### config.mk
export PLATFORM = sky130hd
export DESIGN_NAME = mmu_feed_sched
export DESIGN_NICKNAME = d
export VERILOG_FILES = /design/src/rtl/mmu_feed_sched.sv
export SDC_FILE = /design/constraint.sdc
export NUM_CORES = 1
export LEC_CHECK = 0
export ABC_AREA = 1
export BUFFER_PORTS_ARGS = -buffer_cell sky130_fd_sc_hd__buf_4
export CAP_MARGIN = 20
export CORE_MARGIN = 8
export CORE_UTILIZATION = 63
export DETAILED_ROUTE_END_ITERATION = 10
export PLACE_DENSITY = 0.86
export SYNTH_ARGS = -nofsm -noshare
export SYNTH_HDL_FRONTEND = slang
export SYNTH_SLANG_ARGS = --single-unit
export TNS_END_PERCENT = 30
### constraint.sdc
create_clock -name clk -period 3.2 [get_ports clk]
set_input_delay 0.32 -clock clk [delete_from_list [all_inputs] [get_ports clk]]
set_output_delay 0.32 -clock clk [all_outputs]
set_load 0.005 [all_outputs]
### src/rtl/mmu_feed_sched.sv
// Skewed FIFO read-enable scheduler that streams one tile into the systolic MMU.
// Optional macro MMU_FEED_PERF_CNT_EN adds a saturating stall_cycles counter port.
module mmu_feed_sched #(
  parameter int ARRAY_WIDTH = 4,
  parameter int LEN_W       = 8,
  localparam int STEP_W     = LEN_W + $clog2(ARRAY_WIDTH) + 1
) (
  input  logic                   clk,
  input  logic                   reset,
  input  logic                   start,
  input  logic [LEN_W-1:0]       len,
  input  logic                   stall,
  input  logic                   abort,
  output logic [ARRAY_WIDTH-1:0] fifo_en,
  output logic                   busy,
  output logic                   done,
`ifdef MMU_FEED_PERF_CNT_EN
  output logic [15:0]            stall_cycles,
`endif
  output logic [STEP_W-1:0]      step
);

  typedef enum logic [1:0] {
    S_IDLE = 2'd0,
    S_RUN  = 2'd1,
    S_DONE = 2'd2
  } state_t;

  state_t             state_q, state_d;
  logic [STEP_W-1:0]  k_q, k_d;
  logic [LEN_W-1:0]   len_q, len_d;
  logic [STEP_W-1:0]  len_ext_s;
  logic [STEP_W-1:0]  last_k_s;

  assign len_ext_s = STEP_W'(len_q);
  assign last_k_s  = len_ext_s + STEP_W'(ARRAY_WIDTH - 2);
  assign step      = k_q;

  always_ff @(posedge clk) begin
    if (reset) begin
      state_q <= S_IDLE;
      k_q     <= '0;
      len_q   <= '0;
    end else begin
      state_q <= state_d;
      k_q     <= k_d;
      len_q   <= len_d;
    end
  end

  always_comb begin
    state_d = state_q;
    k_d     = k_q;
    len_d   = len_q;
    fifo_en = '0;
    busy    = (state_q != S_IDLE);
    done    = 1'b0;
    case (state_q)
      S_IDLE: begin
        if (start) begin
          len_d   = len;
          k_d     = '0;
          state_d = (len == '0) ? S_DONE : S_RUN;
        end
      end
      S_RUN: begin
        // abort outranks both stall and the end-of-tile exit
        if (abort) begin
          state_d = S_IDLE;
        end else if (!stall) begin
          for (int i = 0; i < ARRAY_WIDTH; i++) begin
            fifo_en[i] = (k_q >= STEP_W'(i)) && (k_q < (STEP_W'(i) + len_ext_s));
          end
          k_d = k_q + STEP_W'(1);
          if (k_q == last_k_s) begin
            state_d = S_DONE;
          end
        end
      end
      S_DONE: begin
        done    = !abort;
        state_d = S_IDLE;
      end
      default: begin
        state_d = S_IDLE;
      end
    endcase
  end

`ifdef MMU_FEED_PERF_CNT_EN
  logic [15:0] stall_cnt_q, stall_cnt_d;

  assign stall_cycles = stall_cnt_q;

  always_comb begin
    stall_cnt_d = stall_cnt_q;
    if (state_q == S_IDLE && start) begin
      stall_cnt_d = '0;
    end else if (state_q == S_RUN && stall && stall_cnt_q != 16'hFFFF) begin
      stall_cnt_d = stall_cnt_q + 16'd1;
    end
  end

  always_ff @(posedge clk) begin
    if (reset) begin
      stall_cnt_q <= '0;
    end else begin
      stall_cnt_q <= stall_cnt_d;
    end
  end
`endif

endmodule
### After elaboration in Yosys (flattened, before gate mapping)

Index checks and enable logic that the tools add are counted.
Widths: inputs -> output; s select.

* add/sub/neg operators: 4
* magnitude comparators: 8
* eq/ne operators: 8
* multiplexer cells: 14
* reductions and logical operators: 12

Operators with widths (count)
* $lt 11x9->1: 3
* $mux 11: 3
* $ge 11x1->1 const B: 2
* $ge 11x2->1 const B: 2
* $pmux 11 s2: 1
* $add 2x8->9 const A: 2
* $mux 4: 3
* $add 11x1->11 const B: 1
* $eq 11x9->1: 1
* $lt 11x8->1: 1
* $mux 2: 5
* $add 1x8->9 const A: 1
* $logic_not 8->1: 1
* $ne 2x2->1 const B: 3
* $ne 3x3->1 const B: 2
* $logic_and 1x1->1: 4
* $pmux 2 s2: 1
* $reduce_and 4->1: 1
* $reduce_bool 2->1: 2
* $reduce_and 3->1: 1
* $eq 2x1->1 const B: 1
* $eq 2x2->1 const B: 1
* $logic_not 2->1: 1
* $reduce_and 2->1: 1
* 2 further kinds: 2

* bits in registers: 21
* input bits: 13
* output and inout port bits: 17
* word-level logic and storage cells: 49

### Depth between registers and ports, before layout

* depth after elaboration: 6
* gate-level depth with buffers: 13
* gate-level depth less buffers: 13

### Least setup slack after synthesis

Ideal clock, no wire load.

* path kind: register to output
* from: register len_q[0]
* to: output fifo_en[3]
* data arrival time: 1.879 ns
* required time: 2.880 ns
* path slack: 1.001 ns
* cell stages (with the launch flop): 12
* path buffers: 0
* path through: dfxtp_1 -> inv_1 -> ha_1 -> nor4_1 -> xor2_1 -> ha_1 -> nand2_1 -> inv_1 -> nor2_1 -> o21a_1 -> a21oi_1 -> nor2_1

* longest elaborated chain between the ends: 6

RTL lines
* from (decl): line 31 `logic [LEN_W-1:0] len_q, len_d;`
* from (signal assigned): line 47 `len_q <= len_d;`
* $add 2x8->9: line 72 `fifo_en[i] = (k_q >= STEP_W'(i)) && (k_q < (STEP_W'(i) + len_ext_s));`
* $lt 11x9->1: line 72
* $logic_and 1x1->1: line 72
* $mux 4: line 70 `end else if (!stall) begin`
* $mux 4: line 68 `if (abort) begin`
* $mux 4: line 58 `case (state_q)`
* to (decl): line 14 `output logic [ARRAY_WIDTH-1:0] fifo_en,`

No other way between the ends.

### Final worst setup path

Same ends and word-level chain as after synthesis.

==> reports/metrics.cfg <==
[run_status]
status=finished clean

[critical_path]
r2r_end=state_q[1]
end_kind=output port
worstPathArrival_ns=2.63
r2r-start=len_q[2]
cp_max_fo=7
regToRegSetupSlack_ns=1.06
worstSetupPathType=reg2out
critPathRequiredTime_ns=2.88
start_kind=flop
ff2ff_path_depth=10

[routing]
post_drt_wl_per_cell_um=13.1
wl_met2_um=2440
dr.pass1.iters=4
final_antenna_net_count=0
drt_iter0_drc=164
vias=2132
drc=0
vias_per_cell=5.36
dr_wl_met3_um=459
top_layer=met4
wl_met1_um=2310
wl_um=5230

[grt]
grt_max_degree=19
antenna_found_initial=0
grt_overflow_total=0
grt_pass1_wl_um=8910
grtUsageTotal_pct=20.5
first_global_vias=1949

[synthesis]
ys_warn_count=0
synth_area_um2=2130
synth_commonest_cells=nand2_1 (64), nor2_1 (43), inv_1 (41)
synth_cell_types=25
synth-edff-count=0
synth_top_area_share_pct=23.5
synth_area_leaders=ha_1 (24%), dfxtp_1 (20%), nand2_1 (11%)
ys.flop_type=dfxtp_1
ys_seq_elements=21
synth-async-reset-ratio_pct=0
yosys.area.top_type=ha_1
syn_nets=374
syn_area_per_cell_um2=6.63
synth.most_common_cell=nand2_1
synth_seq_area_share_pct=19.7
synthCells=321

[timing]
report.final.slew_viol_count=0
timing.slew.headroom_pct=68.3
worst_slew_pin_slew_ns=0.474
fin_ws_ns=0.254
setup_tns_ns=0
rsz0062_at_grt=no
layout_min_cycle_time_ns=2.95
fin_crit_sh_pct=92.1
setup_viol=0
fmax_mhz=339
hold_violations=0
skew_ns=0.00163

[placement]
dp_hpwl_um=4270
place_ws_ns=0.642
gp_congestion=1.04
port_buffers=29
place_area_um2=2390

[worst_hold_path]
min_path_cells=2
whs_endpoint=state_q[0]
min_from=reset
hold_path_class=in2reg

[pwr]
power_density_nw_per_um2=263
p_leak_nw=1.23
ir_drop_v=0.000219
power_uw=637

[cts]
hold_buffers=0
cts.sinks=21
clk_latency_ns=0.31
clk_path_buf_depth=2
cts-root-buf=clkbuf_4
post-cts-setup-buffers=0
cts-buffers-inserted=3
htree_levels=1
cts_resized=0
cts_tree=yes
clkTransAtPathRegs_ns=0.13

[die]
core-area_um2=3280
start_util_pct=64.8
die_h_um=74.1
die_w_um=74.1
die_area_um2=5500
fp-row-count=21
io_pins=30

[final_layout]
drive_gt1_share_pct=12.2
final_area_um2=2420
diodes=0
syn2layout_area_growth_pct=13.7
nets=406
utilization_pct=73.8

[run]
max_cap_violations=0

routing by layer:
| metal | track usage [%] | up-vias |
|---|---|---|
| li1 | - | 1112 |
| met1 | 28.2 | 945 |
| met2 | 32.1 | 73 |
| met3 | 3.50 | 2 |
| met4 | 4.66 | 0 |
| met5 | 0 | - |
cells by family (layout without fill, tap and decap cells):
| family | after synthesis | in the layout | share of synthesized area, % |
|---|---|---|---|
| and+or+nand+nor | 147 | 147 | 29.7 |
| AOI/OAI and AO/OA | 54 | 54 | 13.2 |
| buffers and inverters | 45 | 76 | 8.05 |
| adders and majority gates | 40 | 40 | 23.5 |
| DFF | 21 | 21 | 19.7 |
| xor gates and xnor gates | 14 | 14 | 5.76 |
state kept, by name (all words and copies together), names as in the netlist:
signal	flops
step	11
len_q	8
state_q	2
area by class of cell:
class,instances,area (um2)
repair buffers,29,218
fillers,288,862
flip-flops and latches,21,420
multi-input cells,255,1540
inverters,43,161
clock inverters,1,5.00
well taps,46,57.6
clock buffers,3,22.5
metrics by stage:
stage                     hold slack (ns)  instances
after floorplan                     0.389        321
after global placement              0.483        394
after detailed placement            0.495        394
after CTS                           0.152        398
after global routing                0.143        398
final                               0.152        398
cells in the final DEF, fill, tap and decap left out, types with 3 or more instances in the layout:
| cell | n |
|---|---|
| dfxtp_1 | 21 |
| nand2_1 | 64 |
| a21oi_1 | 34 |
| clkbuf_4 | 3 |
| xor2_1 | 12 |
| nand2_2 | 4 |
| ha_1 | 40 |
| nor3_1 | 10 |
| inv_1 | 41 |
| o21ai_0 | 16 |
| buf_4 | 29 |
| nor2_1 | 43 |
| nand3_1 | 17 |
critical path, stage by stage (launching register included):
cell,delay (ns)
dfxtp_1,0.47
inv_1,0.20
ha_1,0.27
nor4_1,0.34
xor2_1,0.19
ha_1,0.25
nand2_1,0.07
inv_1,0.03
nor2_1,0.10
o21a_1,0.13
a21oi_1,0.05
nor2_1,0.10
buf_4,0.12
worst max path at each step:
| stage | start | slack [ns] | cells after the start | endpoint |
|---|---|---|---|---|
| 4_1_cts | len_q[0] | 0.29 | 12 | fifo_en[3] |
| 6_report | len_q[0] | 0.25 | 12 | fifo_en[3] |
| 3_5_place_dp | len_q[0] | 0.64 | 12 | fifo_en[3] |
| 5_1_grt | len_q[0] | 0.03 | 12 | fifo_en[3] |
| 2_1_floorplan | len_q[0] | 1.00 | 11 | fifo_en[3] |
| 3_3_place_gp | len_q[0] | 0.70 | 12 | fifo_en[3] |
power breakdown:
group / switching [mW] / internal, mW / leakage (nW) / total (mW)
clock network: 0.0898 / 0.0467 / 0.0177 / 0.137
registers: 0.0227 / 0.274 / 0.172 / 0.297
logic: 0.121 / 0.0823 / 1.04 / 0.204
Note: power is estimated with default switching activity, not from simulation.
